File: config.mk
export PLATFORM = sky130hd
export DESIGN_NAME = instr_fetch_queue_flat
export DESIGN_NICKNAME = d
export VERILOG_FILES = /design/src/rtl/fetch_pkg.sv /design/src/rtl/instr_fetch_queue_if.sv /design/src/rtl/fetch_fifo.sv /design/src/rtl/instr_fetch_queue.sv /design/src/flat_wrapper.sv
export SDC_FILE = /design/constraint.sdc
export NUM_CORES = 1
export LEC_CHECK = 0
export CAP_MARGIN = 20
export CELL_PAD_IN_SITES_DETAIL_PLACEMENT = 0
export CELL_PAD_IN_SITES_GLOBAL_PLACEMENT = 2
export CORE_ASPECT_RATIO = 1.5
export CORE_MARGIN = 5
export CORE_UTILIZATION = 38
export CTS_CLUSTER_SIZE = 10
export DETAILED_ROUTE_END_ITERATION = 6
export HOLD_SLACK_MARGIN = 0.03
export PLACE_DENSITY_LB_ADDON = 0.3
export SYNTH_ARGS = -nofsm -noshare
export SYNTH_HDL_FRONTEND = slang
export SYNTH_SLANG_ARGS = --single-unit
export TNS_END_PERCENT = 5
File: constraint.sdc
create_clock -name clk_i -period 4.2 [get_ports clk_i]
set_input_delay 0.42 -clock clk_i [delete_from_list [all_inputs] [get_ports clk_i]]
set_output_delay 0.42 -clock clk_i [all_outputs]
set_load 0.01 [all_outputs]
File: src/rtl/fetch_pkg.sv
// Shared types for the instruction fetch queue: FSM states, FIFO entry payload,
// and a saturating adder used by the optional FETCH_PERF_EN counters.
package fetch_pkg;

    localparam int unsigned INSTR_W = 32;

    typedef enum logic {
        S_IDLE = 1'b0,
        S_RUN  = 1'b1
    } state_e;

    typedef struct packed {
        logic [INSTR_W-1:0] instr;
        logic [INSTR_W-1:0] pc_plus4;
    } entry_t;

    function automatic logic [31:0] sat_add(input logic [31:0] a, input logic [31:0] b);
        logic [32:0] sum;
        sum = {1'b0, a} + {1'b0, b};
        return sum[32] ? 32'hFFFF_FFFF : sum[31:0];
    endfunction

endpackage

File: src/rtl/instr_fetch_queue_if.sv
// Bus bundle between the fetch queue, instruction memory and decode.
// master = fetch queue side, slave = memory/decode/pipeline-control side.
interface instr_fetch_queue_if #(
    parameter int unsigned DEPTH = 4
);
    import fetch_pkg::*;

    localparam int unsigned CNT_W = $clog2(DEPTH) + 1;

    logic               fetch_en_i;
    logic               redirect_i;
    logic [INSTR_W-1:0] redirect_pc_i;
    logic               imem_req_valid_o;
    logic               imem_req_ready_i;
    logic [INSTR_W-1:0] imem_req_addr_o;
    logic               imem_rsp_valid_i;
    logic [INSTR_W-1:0] imem_rsp_data_i;
    logic               dec_valid_o;
    logic               dec_ready_i;
    logic [INSTR_W-1:0] dec_instr_o;
    logic [INSTR_W-1:0] dec_pc_plus4_o;
    logic [CNT_W-1:0]   count_o;

    modport master (
        input  fetch_en_i, redirect_i, redirect_pc_i, imem_req_ready_i,
               imem_rsp_valid_i, imem_rsp_data_i, dec_ready_i,
        output imem_req_valid_o, imem_req_addr_o, dec_valid_o,
               dec_instr_o, dec_pc_plus4_o, count_o
    );

    modport slave (
        output fetch_en_i, redirect_i, redirect_pc_i, imem_req_ready_i,
               imem_rsp_valid_i, imem_rsp_data_i, dec_ready_i,
        input  imem_req_valid_o, imem_req_addr_o, dec_valid_o,
               dec_instr_o, dec_pc_plus4_o, count_o
    );

endinterface

File: src/rtl/fetch_fifo.sv
// Synchronous FIFO with push, pop, clear and occupancy; head is the oldest entry.
// Push while full is accepted only when a pop frees the slot in the same cycle.
module fetch_fifo #(
    parameter int unsigned WIDTH = 32,
    parameter int unsigned DEPTH = 4,
    localparam int unsigned AW   = (DEPTH > 1) ? $clog2(DEPTH) : 1,
    localparam int unsigned CW   = $clog2(DEPTH) + 1
) (
    input  logic             clk,
    input  logic             rst_n,
    input  logic             push,
    input  logic [WIDTH-1:0] push_data,
    input  logic             pop,
    input  logic             clear,
    output logic [WIDTH-1:0] head,
    output logic [CW-1:0]    count
);

    logic [WIDTH-1:0] mem [DEPTH];
    logic [AW-1:0]    wr_ptr;
    logic [AW-1:0]    rd_ptr;
    logic             do_push;
    logic             do_pop;

    function automatic logic [AW-1:0] ptr_inc(input logic [AW-1:0] p);
        return (p == AW'(DEPTH - 1)) ? '0 : p + AW'(1);
    endfunction

    assign do_pop  = pop && (count != '0);
    assign do_push = push && ((count != CW'(DEPTH)) || do_pop);

    // Storage and pointers; clear discards contents without touching storage
    always_ff @(posedge clk or negedge rst_n) begin
        if (!rst_n) begin
            wr_ptr <= '0;
            rd_ptr <= '0;
            count  <= '0;
            for (int unsigned i = 0; i < DEPTH; i++) begin
                mem[i] <= '0;
            end
        end else if (clear) begin
            wr_ptr <= '0;
            rd_ptr <= '0;
            count  <= '0;
        end else begin
            if (do_push) begin
                mem[wr_ptr] <= push_data;
                wr_ptr      <= ptr_inc(wr_ptr);
            end
            if (do_pop) begin
                rd_ptr <= ptr_inc(rd_ptr);
            end
            if (do_push && !do_pop) begin
                count <= count + CW'(1);
            end else if (!do_push && do_pop) begin
                count <= count - CW'(1);
            end
        end
    end

    assign head = mem[rd_ptr];

endmodule

File: src/rtl/instr_fetch_queue.sv
// Fetch front-end: issues sequential PCs to instruction memory, buffers in-order
// responses for decode, flushes on redirect. Optional FETCH_PERF_EN adds counters.
module instr_fetch_queue
    import fetch_pkg::*;
#(
    parameter int unsigned DEPTH           = 4,
    parameter int unsigned MAX_OUTSTANDING = 2,
    parameter logic [31:0] RESET_PC        = 32'h0000_0000
) (
    input  logic                clk_i,
    input  logic                rst_i,
    instr_fetch_queue_if.master bus
`ifdef FETCH_PERF_EN
    ,
    output logic [31:0]         perf_fetched_o,
    output logic [31:0]         perf_dropped_o
`endif
);

    localparam int unsigned CNT_W = $clog2(DEPTH) + 1;
    localparam int unsigned OUT_W = $clog2(MAX_OUTSTANDING) + 1;

    state_e             state;
    state_e             state_next;
    logic [INSTR_W-1:0] fetch_pc;
    logic [INSTR_W-1:0] rsp_addr;
    logic [OUT_W-1:0]   outstanding;
    logic [OUT_W-1:0]   stale;
    logic [CNT_W-1:0]   count;
    entry_t             head;
    entry_t             push_entry;
    logic               req_valid;
    logic               req_fire;
    logic               rsp_ok;
    logic               rsp_drop;
    logic               rsp_keep;
    logic               pop;

    always_ff @(posedge clk_i or negedge rst_i) begin
        if (!rst_i) begin
            state <= S_IDLE;
        end else begin
            state <= state_next;
        end
    end

    always_comb begin
        state_next = state;
        case (state)
            S_IDLE:  if (bus.fetch_en_i)  state_next = S_RUN;
            S_RUN:   if (!bus.fetch_en_i) state_next = S_IDLE;
            default: state_next = S_IDLE;
        endcase
    end

    // Only reserve a request when its response is guaranteed a FIFO slot; stale
    // in-flight requests will be discarded and need no slot.
    assign req_valid = (state == S_RUN) && !bus.redirect_i
                    && (32'(outstanding) < MAX_OUTSTANDING)
                    && ((32'(count) + 32'(outstanding) - 32'(stale)) < DEPTH);
    assign req_fire  = req_valid && bus.imem_req_ready_i;

    // outstanding == 0 guards against late responses after a reset
    assign rsp_ok    = bus.imem_rsp_valid_i && (outstanding != '0);
    assign rsp_drop  = rsp_ok && (bus.redirect_i || (stale != '0));
    assign rsp_keep  = rsp_ok && !rsp_drop;
    assign pop       = bus.dec_valid_o && bus.dec_ready_i && !bus.redirect_i;

    assign push_entry = '{instr: bus.imem_rsp_data_i, pc_plus4: rsp_addr + 32'd4};

    // Addresses of accepted requests; its occupancy is the outstanding count
    fetch_fifo #(.WIDTH(INSTR_W), .DEPTH(MAX_OUTSTANDING)) u_addr_fifo (
        .clk       (clk_i),
        .rst_n     (rst_i),
        .push      (req_fire),
        .push_data (fetch_pc),
        .pop       (rsp_ok),
        .clear     (1'b0),
        .head      (rsp_addr),
        .count     (outstanding)
    );

    fetch_fifo #(.WIDTH($bits(entry_t)), .DEPTH(DEPTH)) u_entry_fifo (
        .clk       (clk_i),
        .rst_n     (rst_i),
        .push      (rsp_keep),
        .push_data (push_entry),
        .pop       (pop),
        .clear     (bus.redirect_i),
        .head      (head),
        .count     (count)
    );

    always_ff @(posedge clk_i or negedge rst_i) begin
        if (!rst_i) begin
            fetch_pc <= RESET_PC;
            stale    <= '0;
        end else if (bus.redirect_i) begin
            fetch_pc <= bus.redirect_pc_i;
            stale    <= outstanding - OUT_W'(rsp_ok);
        end else begin
            if (req_fire) begin
                fetch_pc <= fetch_pc + 32'd4;
            end
            if (rsp_ok && (stale != '0)) begin
                stale <= stale - OUT_W'(1);
            end
        end
    end

    assign bus.imem_req_valid_o = req_valid;
    assign bus.imem_req_addr_o  = fetch_pc;
    assign bus.dec_valid_o      = (count != '0);
    assign bus.dec_instr_o      = head.instr;
    assign bus.dec_pc_plus4_o   = head.pc_plus4;
    assign bus.count_o          = count;

`ifdef FETCH_PERF_EN
    // Dropped = discarded responses plus entries flushed by a redirect
    always_ff @(posedge clk_i or negedge rst_i) begin
        if (!rst_i) begin
            perf_fetched_o <= '0;
            perf_dropped_o <= '0;
        end else begin
            perf_fetched_o <= sat_add(perf_fetched_o, 32'(rsp_keep));
            perf_dropped_o <= sat_add(perf_dropped_o,
                                      32'(rsp_drop) + (bus.redirect_i ? 32'(count) : 32'd0));
        end
    end
`endif

endmodule

File: src/flat_wrapper.sv
// flat-port wrapper written by rule: the top's interface ports become plain ports
module instr_fetch_queue_flat import fetch_pkg::*;
#(
    parameter int unsigned DEPTH           = 4,
    parameter int unsigned MAX_OUTSTANDING = 2,
    parameter logic [31:0] RESET_PC        = 32'h0000_0000
)
  (clk_i, rst_i, bus_fetch_en_i, bus_redirect_i, bus_redirect_pc_i, bus_imem_req_ready_i, bus_imem_rsp_valid_i, bus_imem_rsp_data_i, bus_dec_ready_i, bus_imem_req_valid_o, bus_imem_req_addr_o, bus_dec_valid_o, bus_dec_instr_o, bus_dec_pc_plus4_o, bus_count_o);
  instr_fetch_queue_if #(.DEPTH(DEPTH)) bus_i ();
  input  logic clk_i;
  input  logic rst_i;
  input wire logic [$bits(bus_i.fetch_en_i)-1:0] bus_fetch_en_i;
  input wire logic [$bits(bus_i.redirect_i)-1:0] bus_redirect_i;
  input wire logic [$bits(bus_i.redirect_pc_i)-1:0] bus_redirect_pc_i;
  input wire logic [$bits(bus_i.imem_req_ready_i)-1:0] bus_imem_req_ready_i;
  input wire logic [$bits(bus_i.imem_rsp_valid_i)-1:0] bus_imem_rsp_valid_i;
  input wire logic [$bits(bus_i.imem_rsp_data_i)-1:0] bus_imem_rsp_data_i;
  input wire logic [$bits(bus_i.dec_ready_i)-1:0] bus_dec_ready_i;
  output wire logic [$bits(bus_i.imem_req_valid_o)-1:0] bus_imem_req_valid_o;
  output wire logic [$bits(bus_i.imem_req_addr_o)-1:0] bus_imem_req_addr_o;
  output wire logic [$bits(bus_i.dec_valid_o)-1:0] bus_dec_valid_o;
  output wire logic [$bits(bus_i.dec_instr_o)-1:0] bus_dec_instr_o;
  output wire logic [$bits(bus_i.dec_pc_plus4_o)-1:0] bus_dec_pc_plus4_o;
  output wire logic [$bits(bus_i.count_o)-1:0] bus_count_o;
  assign bus_i.fetch_en_i = bus_fetch_en_i;
  assign bus_i.redirect_i = bus_redirect_i;
  assign bus_i.redirect_pc_i = bus_redirect_pc_i;
  assign bus_i.imem_req_ready_i = bus_imem_req_ready_i;
  assign bus_i.imem_rsp_valid_i = bus_imem_rsp_valid_i;
  assign bus_i.imem_rsp_data_i = bus_imem_rsp_data_i;
  assign bus_i.dec_ready_i = bus_dec_ready_i;
  assign bus_imem_req_valid_o = bus_i.imem_req_valid_o;
  assign bus_imem_req_addr_o = bus_i.imem_req_addr_o;
  assign bus_dec_valid_o = bus_i.dec_valid_o;
  assign bus_dec_instr_o = bus_i.dec_instr_o;
  assign bus_dec_pc_plus4_o = bus_i.dec_pc_plus4_o;
  assign bus_count_o = bus_i.count_o;
  instr_fetch_queue #(.DEPTH(DEPTH), .MAX_OUTSTANDING(MAX_OUTSTANDING), .RESET_PC(RESET_PC)) u_core (.clk_i(clk_i), .rst_i(rst_i), .bus(bus_i));
endmodule
; ---- After elaboration in Yosys (flattened, before gate mapping)
; Cells that the tools add are included.
[totals]
inputBits = 71
elab_cells = 115
out_inout_bits = 101
ff_bits = 366
[classes]
addsub = 14
n_mux = 30
magnitude_cmp = 8
bitwise = 5
n_eq_ne = 4
n_reduce_logical = 39
[op_table]
columns = op, count
row1 = bitwise mux 256 bit, 1
row2 = two-way mux 32 bit, 6
row3 = two-way mux 64 bit, 3
row4 = binary-select mux 64 bit (select 2 bit), 1
row5 = demux 64 bit (select 2 bit), 1
row6 = "adder 32 x 3 -> 32 bit, second input constant", 2
row7 = bitwise mux 64 bit, 1
row8 = demux 32 bit (select 1 bit), 1
row9 = "< comparator 32 x 3 -> 1 bit, second input constant", 1
row10 = subtractor 32 x 2 -> 32 bit, 1
row11 = logical AND 1 bit, 20
row12 = two-way mux 2 bit, 10
row13 = nonzero test 2 bit, 7
row14 = two-way mux 3 bit, 3
row15 = "adder 2 x 1 -> 2 bit, second input constant", 3
row16 = "greater-or-equal comparator 3 bit, second input constant", 2
row17 = logical NOT 1 bit, 6
row18 = inverter 2 -> 3 bit, 2
row19 = nonzero test 3 bit, 2
row20 = adder 3 x 2 -> 4 bit, 1
row21 = "equality test 2 bit, second input constant", 2
row22 = "greater-or-equal comparator 2 bit, second input constant", 2
row23 = inverter 1 -> 2 bit, 2
row24 = "subtractor 2 x 1 -> 2 bit, second input constant", 2
row25 = other kinds (13), 18

; ---- Longest topological paths before layout
; Gate-level depths: netlist of run 1.
[depth]
depth_word = 11
mapped_depth = 16
depth_no_buf = 15

; ---- Hierarchy
; A second synthesis of run 1 with hierarchy kept.
[hier_totals]
cells_unflattened = 1236
area_unflattened_um2 = 18920.6
[modules_own_cells]
columns = mod, area_per_inst_um2, cells_each, instances, seq_area_each_um2
row1 = fetch_fifo at u_core.u_entry_fifo, 12866.1, 678, 1, 6581.3
row2 = fetch_fifo at u_core.u_addr_fifo, 3134.3, 197, 1, 1701.6
row3 = instr_fetch_queue, 2920.3, 361, 1, 875.8

; ---- Least setup slack after synthesis of run 1
; OpenSTA, ideal clock, no wires.
[synth_path]
kind = register to register
start = reg u_core.u_entry_fifo.count[0]
end = reg u_core.u_addr_fifo.count[1]
setup_ns = 0.079
synth_period_minus_slack_ns = 3.432
arrival_ns = 3.352
path_buffers = 1
required_time_ns = 4.121
path_slack_ns = 0.768
path_stages_with_launch = 15
cell_sequence = dfrtp_1 ha_1 fa_1 ha_1 a21oi_1 and2_1 ha_1 and4_1 and2_1 nand2_2 inv_2 buf_2 ha_1 nor2_1 xor2_1
[synth_via]
elab_chain_cells = 9
elab_cells_between_ends = 11
classes_between = add/sub: 2 / order compare: 1 / mux: 1 / reduce/logical: 7
[synth_rtl]
columns = element, line_no
row1 = from (decl), fetch_fifo.sv:16  ; output logic [CW-1:0] count
row2 = from (signal assigned), fetch_fifo.sv:54  ; count <= count + CW'(1);
row3 = from (signal assigned), fetch_fifo.sv:56  ; count <= count - CW'(1);
row4 = adder 3 x 2 -> 4 bit *, instr_fetch_queue.sv:60  ; && ((32'(count) + 32'(outstanding) - 32'(stale)) < DEPTH);
row5 = subtractor 32 x 2 -> 32 bit *, instr_fetch_queue.sv:60
row6 = < comparator 32 x 3 -> 1 bit *, instr_fetch_queue.sv:60
row7 = logical AND 1 bit *, instr_fetch_queue.sv:60
row8 = logical AND 1 bit *, instr_fetch_queue.sv:61  ; assign req_fire = req_valid && bus.imem_req_ready_i;
row9 = logical AND 1 bit *, fetch_fifo.sv:30  ; assign do_push = push && ((count != CW'(DEPTH)) || do_pop);
row10 = logical NOT 1 bit, fetch_fifo.sv:55  ; end else if (!do_push && do_pop) begin
row11 = logical AND 1 bit, fetch_fifo.sv:55
row12 = nonzero test 2 bit (no source line), -
row13 = to (signal assigned), fetch_fifo.sv:54
row14 = to (signal assigned), fetch_fifo.sv:56
row15 = to (decl), fetch_fifo.sv:16
; Every way passes the cells marked *; elsewhere a longest branch is shown, timed or not.
; A chain may end at the register's enable or synchronous reset.

; ---- Worst setup path in the final report of run 1
[layout_path]
start = reg u_core.u_entry_fifo.count[0]
end = out bus_imem_req_valid_o
[layout_via]
elab_chain_cells = 4
[layout_rtl]
columns = element, line_no
row1 = adder 3 x 2 -> 4 bit, instr_fetch_queue.sv:60
row2 = subtractor 32 x 2 -> 32 bit, instr_fetch_queue.sv:60
row3 = < comparator 32 x 3 -> 1 bit, instr_fetch_queue.sv:60
row4 = logical AND 1 bit, instr_fetch_queue.sv:60
row5 = to (decl), flat_wrapper.sv:19  ; output wire logic [$bits(bus_i.imem_req_valid_o)-1:0] bus_imem_req_valid_o;
; No other way between the ends.

==> out/results.tsv, run 1 <==
stage	metric	value	unit
floorplan	io pins	172	
power	VDD IR max	0.6296	mV
drt	DR WL/cell	19.45	µm
critical_path	crit-path cells	ha_1 > fa_1 > ha_1 > a21oi_1 > and2_1 > ha_1 > and4_1 > and2_1 > clkdlybuf4s50_1	
layout	most common cell after layout, fill and taps aside	nand2_1	
placed_design	Routability Congestion	0.7573	
critical_path	Critical Path Sink Type	output port	
global_routing	GRT Total Usage	18.40	%
critical_path	Critical Path RT	3.78	ns
layout	Antenna Cells	0	
synth	fraction of registers with async set/reset	100.0	%
sta	RSZ-0062 raised after global routing	no	
sta	crit path time final	3.936	ns
global_routing	initial antenna violation count	0	
critical_path	Critical Path Fanout Max	7	
critical_path	CP startpoint kind	flop	
critical_path	Arrival @ worst endpoint	3.52	ns
cts	CTS tree	built	
placed_design	number of buffers added on ports	171	
critical_path	Crit Path Class	reg2out	
critical_path	cell depth of the worst setup path	9	
power	LEAKAGE	9.833	nW
critical_path	delay-heaviest family, CP	adder cells	
cts	clock-pin slew on the worst setup and hold paths	0.05	ns
power	Power, Total	11.70	mW
cts	clock buffer count from CTS	43	
layout	Final #Nets	1824	
power	Cell Pwr Density	560.2	nW/µm²
layout	area occupied by multi-input gates	7721	µm²
layout	most frequent cells in the layout	nand2_1 (565), dfrtp_1 (363), clkdlybuf4s50_1 (169), mux2_2 (113), mux4_2 (64)	
critical_path	worst stage delay on the critical path	0.47	ns
drt	antenna viol nets, final	0	
synth	syn_nets	1668	
drt	initial drt markers	550	
outcome	status	completed	
floorplan	Die Ht	272.0	µm
sta	Slew Viols, Final	0	
floorplan	site row count	96	
layout	Filler cells	4325	
job	max cap viols	0	
sta	Tcrit/Tclk final	93.71	%
synth	sequential share of the synthesized area	52.68	%
cts	clock sink count	366	
placed_design	DP Worst Slack	0.4776	ns
drt	routed wire length	45440	µm
critical_path	Worst Path Buf+Inv	1	
global_routing	vias in the first global route	12930	
sta	fin worst setup slack	0.2640	ns
global_routing	first-pass GRT wire length	73620	µm
sta	final setup TNS	0	ns
drt	DRT Pass-1 Iters	5	
synth	Post-synth EDFFs	0	
synth	top post-synthesis cells by area	dfrtp_1 (53%), nand2_1 (12%), mux4_2 (8.3%)	
sta	Setup Skew	0.01567	ns
hold_path	hold path cells	1	
critical_path	Critical Path End	bus_imem_req_valid_o	
layout	layout cell share with drive strength beyond 1	16.65	%
synth	post-synth top area cell	dfrtp_1	
sta	Fmax	254.1	MHz
synth	Mapped Area	17390	µm²
hold_path	worst hold path class	in2reg	
critical_path	FF-to-FF End	u_core.u_addr_fifo.mem[10]	
layout	Reg area	9168	µm²
sta	Final Hold Vio Count	0	
critical_path	CP startpoint	u_core.u_entry_fifo.count[0]	
floorplan	Initial Utilization	38.19	%
synth	Synth top area share	52.68	%
floorplan	die area	50220	µm²
synth	unique cell type count in the Yosys netlist	75	
placed_design	DP Wirelength	29700	µm
synth	Mapped Cells	1581	
sta	Slew HR	42.73	%
critical_path	slowest stage cell on the critical path	clkdlybuf4s50_1	
cts	Skew-Pair Late Insertion Delay	0.55	ns
critical_path	reg-to-reg setup timing slack	0.47	ns
drt	Vias	12050	
synth	Avg Inst Size Synth	11.00	µm²
synth	Yosys warning total	0	
floorplan	Core ar.	45520	µm²
drt	vias per cell	5.160	
critical_path	reg2reg start	u_core.u_entry_fifo.count[0]	
cts	clk root buf	clkbuf_16	
cts	Longest Clk Path Bufs	3	
layout	Layout area overhead	20.14	%
floorplan	Die X	184.7	µm
global_routing	largest net degree at the start of global routing	92	
sta	Finish-stage setup viols	0	
critical_path	CP dominant cell by count	ha_1	
sta	Slew @ Worst Pin	0.8591	ns
critical_path	Reg2Reg Depth	13	
synth	FF+latch count, synth	366	
synth	ys flop type	dfrtp_1	
cts	H-tree Lvls	2	
drt	DRC Markers	0	
global_routing	grt ovf	0	
flip-flops by register name (all words and copies together), names as in the netlist, 2 cells and up:
name and flops:
u_core.u_entry_fifo.rd_ptr 2, u_core.u_addr_fifo.mem 64, u_core.stale 2, u_core.u_entry_fifo.count 3, u_core.u_entry_fifo.wr_ptr 2, u_core.u_addr_fifo.count 2
u_core.bus.imem_req_addr_o 32, u_core.u_entry_fifo.mem 256
Yosys cell counts (19+ instances only):
master,n
dfrtp_1,366
mux4_2,64
buf_2,21
buf_4,25
mux2_2,113
xor2_1,19
mux2i_1,30
nor2_1,26
a21oi_1,22
nand2_1,569
xnor2_1,33
clkbuf_1,38
o21ai_0,53
cell type report:
type	instances	area share (%)
Sequential cell	366	43.89
Multi-Input combinational cell	1113	36.97
Timing Repair Buffer	200	9.908
Clock buffer	52	5.313
Tap cell	588	3.522
Inverter	13	0.2336
Clock inverter	4	0.1677
routing by layer:
metal	wire, µm	part of all wire (%)	global-route usage, %
met5	0	0	0
met3	1640	3.6	2.766
met2	23590	52	32.76
met4	1178	2.6	5.238
met1	19030	42	23.21
through the flow:
step	hold WS (ns)	instances	instance area, µm²	util, %
final	0.3210	2336	20890	45.88
after detailed placement	0.4582	2279	19730	43.35
after global routing	0.3092	2336	20890	45.88
after CTS	0.2908	2336	20890	45.88
after global placement	0.4513	2279	19730	43.35
after floorplan	0.1244	1581	17390	-
logic make-up after synthesis:
group | synth area share (%)
buffers and inverters | 3.001
AOI/OAI and AO/OA | 4.368
adders and majority gates | 1.238
xor gates and xnor gates | 2.619
DFF | 52.68
muxes | 18.44
and+or+nand+nor | 17.66
how the worst min path moves through the flow:
stage	slack [ns]	end	from
2_1_floorplan	0.12	u_core.bus.imem_req_addr_o[0]	rst_i
3_3_place_gp	0.45	u_core.u_entry_fifo.mem[119]	u_core.u_entry_fifo.mem[119]
3_5_place_dp	0.46	u_core.u_entry_fifo.mem[191]	u_core.u_entry_fifo.mem[191]
4_1_cts	0.29	u_core.state	bus_fetch_en_i
5_1_grt	0.31	u_core.state	bus_fetch_en_i
6_report	0.32	u_core.state	bus_fetch_en_i
report_power, final:
part | switching [mW] | total, mW | internal [mW]
Combinational | 1.82 | 3.76 | 1.94
Sequential | 0.563 | 4.71 | 4.14
Clock | 1.39 | 3.23 | 1.84
what timing repair did:
action	4_1_cts	5_1_grt
endpoints found under the hold margin	83	0
hold buffers	1	0
buffers inserted	0	0
resized for setup	0	0
endpoints found under the setup margin	0	0
No activity file was read; power rests on OpenSTA's default activity.
==> inputs of run 2 (changes only) <==
--- a/config.mk
+++ b/config.mk
@@ -15,6 +15,7 @@
 export DETAILED_ROUTE_END_ITERATION = 6
 export HOLD_SLACK_MARGIN = 0.03
 export PLACE_DENSITY_LB_ADDON = 0.3
+export SKIP_CTS_REPAIR_TIMING = 1
 export SYNTH_ARGS = -nofsm -noshare
 export SYNTH_HDL_FRONTEND = slang
 export SYNTH_SLANG_ARGS = --single-unit
==> results of run 2 <==
Final layout, timing and power as in run 1 (identical DEF).
Main changes from that run: wire length of the first global-routing pass 73620 µm -> 73600 µm; via count of the first global-routing pass 12930 -> 12920; met2 usage 32.76% -> 32.74%
==> inputs of run 3 (changes only) <==
--- a/config.mk
+++ b/config.mk
@@ -5,6 +5,7 @@
 export SDC_FILE = /design/constraint.sdc
 export NUM_CORES = 1
 export LEC_CHECK = 0
+export ABC_AREA = 0
 export CAP_MARGIN = 20
 export CELL_PAD_IN_SITES_DETAIL_PLACEMENT = 0
 export CELL_PAD_IN_SITES_GLOBAL_PLACEMENT = 2
@@ -15,6 +16,7 @@
 export DETAILED_ROUTE_END_ITERATION = 6
 export HOLD_SLACK_MARGIN = 0.03
 export PLACE_DENSITY_LB_ADDON = 0.3
+export RECOVER_POWER = 100
 export SKIP_CTS_REPAIR_TIMING = 1
 export SYNTH_ARGS = -nofsm -noshare
 export SYNTH_HDL_FRONTEND = slang
==> out/results.tsv, run 3 (synthesized netlist as in run 1, its figures left out) <==
stage	metric	value	unit	change
power	VDD IR max	0.6098	mV	-3.1%
floorplan	Die X	184.7	µm	unchanged
drt	DR WL/cell	19.45	µm	about the same
layout	most frequent cells in the layout	nand2_1 (570), dfrtp_1 (363), mux2_2 (113), dlygate4sd3_1 (99), clkdlybuf4s50_1 (71)		
layout	number of flip-flops under the largest register name	256		unchanged
power	Cell Pwr Density	555.6	nW/µm²	-0.83%
sta	Slew HR	-79.04	%	-120 points
floorplan	site row count	96		unchanged
power	Combinational Power Share	31.2	%	-0.9 points
layout	most common cell after layout, fill and taps aside	nand2_1		
critical_path	reg-to-reg setup timing slack	0.31	ns	-0.16 ns
floorplan	Core ar.	45520	µm²	unchanged
critical_path	Crit Path Class	reg2out		
hold_path	worst hold path class	in2reg		
critical_path	Critical Path Fanout Max	7		unchanged
drt	Vias	12060		+0.0083%
sta	RSZ-0062 raised after global routing	no		
layout	Antenna Cells	0		unchanged
sta	Tcrit/Tclk final	93.65	%	about the same
sta	crit path time final	3.933	ns	-0.002657 ns
floorplan	Initial Utilization	38.19	%	unchanged
power	Internal	7.788	mW	-1.8%
layout	Layout area overhead	19.42	%	
placed_design	DP Area	19730	µm²	unchanged
drt	routed wire length	45430	µm	about the same
cts	clock sink count	366		unchanged
power	LEAKAGE	9.949	nW	+1.2%
global_routing	initial antenna violation count	0		unchanged
cts	H-tree Lvls	2		unchanged
global_routing	first-pass GRT wire length	73600	µm	
global_routing	GRT Total Usage	18.40	%	
floorplan	io pins	172		unchanged
power	register share of total power	40.8	%	+0.6 points
outcome	failing checks	max-capacitance violations, max-slew violations		
sta	Slew Viols, Final	176		+176
layout	Filler cells	4345		+0.46%
power	Net Switching	3.748	mW	-0.67%
placed_design	number of buffers added on ports	171		unchanged
sta	Finish-stage setup viols	0		unchanged
job	max cap viols	3		+3
critical_path	crit-path cells	ha_1 > fa_1 > ha_1 > a21oi_1 > and2_0 > ha_1 > and4_1 > and2_0 > clkdlybuf4s50_1		
outcome	status	finished with violations		
drt	DRT Pass-1 Iters	7		+2
placed_design	Routability Congestion	0.7573		unchanged
cts	Longest Clk Path Bufs	3		unchanged
cts	CTS tree	built		
global_routing	largest net degree at the start of global routing	92		unchanged
power	Clk pwr share	28.0	%	+0.4 points
floorplan	die area	50220	µm²	unchanged
drt	DRC Markers	0		unchanged
sta	Fmax	254.2	MHz	about the same
layout	Post-Layout Inst Area	20760	µm²	-0.59%
critical_path	CP startpoint kind	flop		
placed_design	DP Wirelength	29700	µm	unchanged
sta	Setup Skew	0.01753	ns	+0.001862 ns
cts	Skew-Pair Late Insertion Delay	0.55	ns	about the same
sta	final setup TNS	0	ns	unchanged
floorplan	Die Ht	272.0	µm	unchanged
layout	Largest Register	u_core.u_entry_fifo.mem		
cts	clock-pin slew on the worst setup and hold paths	0.05	ns	about the same
power	switching share of total power	32.49	%	+0.25 points
critical_path	Critical Path RT	3.78	ns	about the same
drt	initial drt markers	542		-1.5%
global_routing	grt ovf	0		unchanged
cts	clock buffer count from CTS	43		unchanged
drt	vias per cell	5.161		about the same
global_routing	vias in the first global route	12920		
critical_path	worst stage delay on the critical path	0.48	ns	about the same
sta	Slew @ Worst Pin	2.686	ns	+1.827 ns
layout	Final #Nets	1824		unchanged
cts	clk root buf	clkbuf_16		
layout	layout cell share with drive strength beyond 1	15.73	%	-0.92 points
critical_path	Critical Path Sink Type	output port		
sta	Final Hold Vio Count	0		unchanged
critical_path	Arrival @ worst endpoint	3.51	ns	about the same
critical_path	slowest stage cell on the critical path	clkdlybuf4s50_1		
critical_path	CP dominant cell by count	ha_1		
drt	antenna viol nets, final	0		unchanged
[run 3: cell types whose count changed in the layout (fill, tap and decap cells not counted), moves of 5 or more]
cell,previous run,this run
clkdlybuf4s50_1,169,71
dlygate4sd3_1,1,99
buf_4,17,7
clkbuf_2,0,6
clkbuf_1,9,14
nand2_1,565,570
nand2_2,5,0
[run 3: worst paths after layout]
check                                                 end                          from  cells past startpoint
max                                  bus_imem_req_valid_o  u_core.u_entry_fifo.count[0]                      9
min                        u_core.bus.imem_req_addr_o[30]         bus_redirect_pc_i[30]                      3
max reg2reg                u_core.bus.imem_req_addr_o[19]  u_core.u_entry_fifo.count[0]                     11
min reg2reg                   u_core.u_entry_fifo.mem[53]   u_core.u_entry_fifo.mem[53]                      2
max in group asynchronous     u_core.u_entry_fifo.mem[99]                         rst_i                      3
min in group asynchronous    u_core.u_entry_fifo.mem[247]                         rst_i                      2
[run 3: critical path, delay by kind of cell, from the launching register on]
kind	cells	cell delay, ns
fa+ha+maj	4	1.24
simple gates	3	0.56
compound gates	1	0.27
flops	1	0.43
buf+inv	1	0.48
[run 3: final cells by class]
| class | instances | area [µm²] | area share, % |
|---|---|---|---|
| Inverter | 13 | 48.80 | 0.2350 |
| Timing Repair Buffer | 200 | 1978 | 9.527 |
| Tap cell | 588 | 735.7 | 3.543 |
| Sequential cell | 366 | 9165 | 44.14 |
| Multi-Input combinational cell | 1113 | 7691 | 37.04 |
| Clock inverter | 4 | 35.03 | 0.1687 |
| Clock buffer | 52 | 1110 | 5.345 |
[run 3: stage by stage]
step	util, %	worst slack, ns	total power, mW	hold slack, ns	instances
2_1_floorplan	-	0.7683	6.965	0.1244	1581
3_3_place_gp	43.35	0.5302	8.554	0.4513	2279
3_5_place_dp	43.35	0.4776	8.619	0.4582	2279
4_1_cts	45.86	0.2197	11.95	-0.09086	2335
5_1_grt	45.61	0.04879	12.27	0.4222	2336
6_report	45.61	0.2666	11.54	0.4254	2336
[run 3: power by group through the flow]
| stage | registers, mW | clock network, mW | logic, mW |
|---|---|---|---|
| floorplan | 4.54 | 0 | 2.42 |
| global placement | 4.75 | 0 | 3.81 |
| detailed placement | 4.78 | 0 | 3.84 |
| CTS | 4.72 | 3.37 | 3.86 |
| global route | 4.80 | 3.50 | 3.97 |
| finish | 4.70 | 3.23 | 3.60 |
[run 3: per-layer routing]
metal  global-route usage (%)  wire length (µm)  part of all wire (%)  vias to the layer above
met1                    23.21             18780                    41                     6081
li1                         -                 -                     -                     5685
met4                    5.238              1129                   2.5                        0
met5                        0                 0                     0                        -
met3                    2.766              1821                   4.0                       65
met2                    32.74             23710                    52                      224
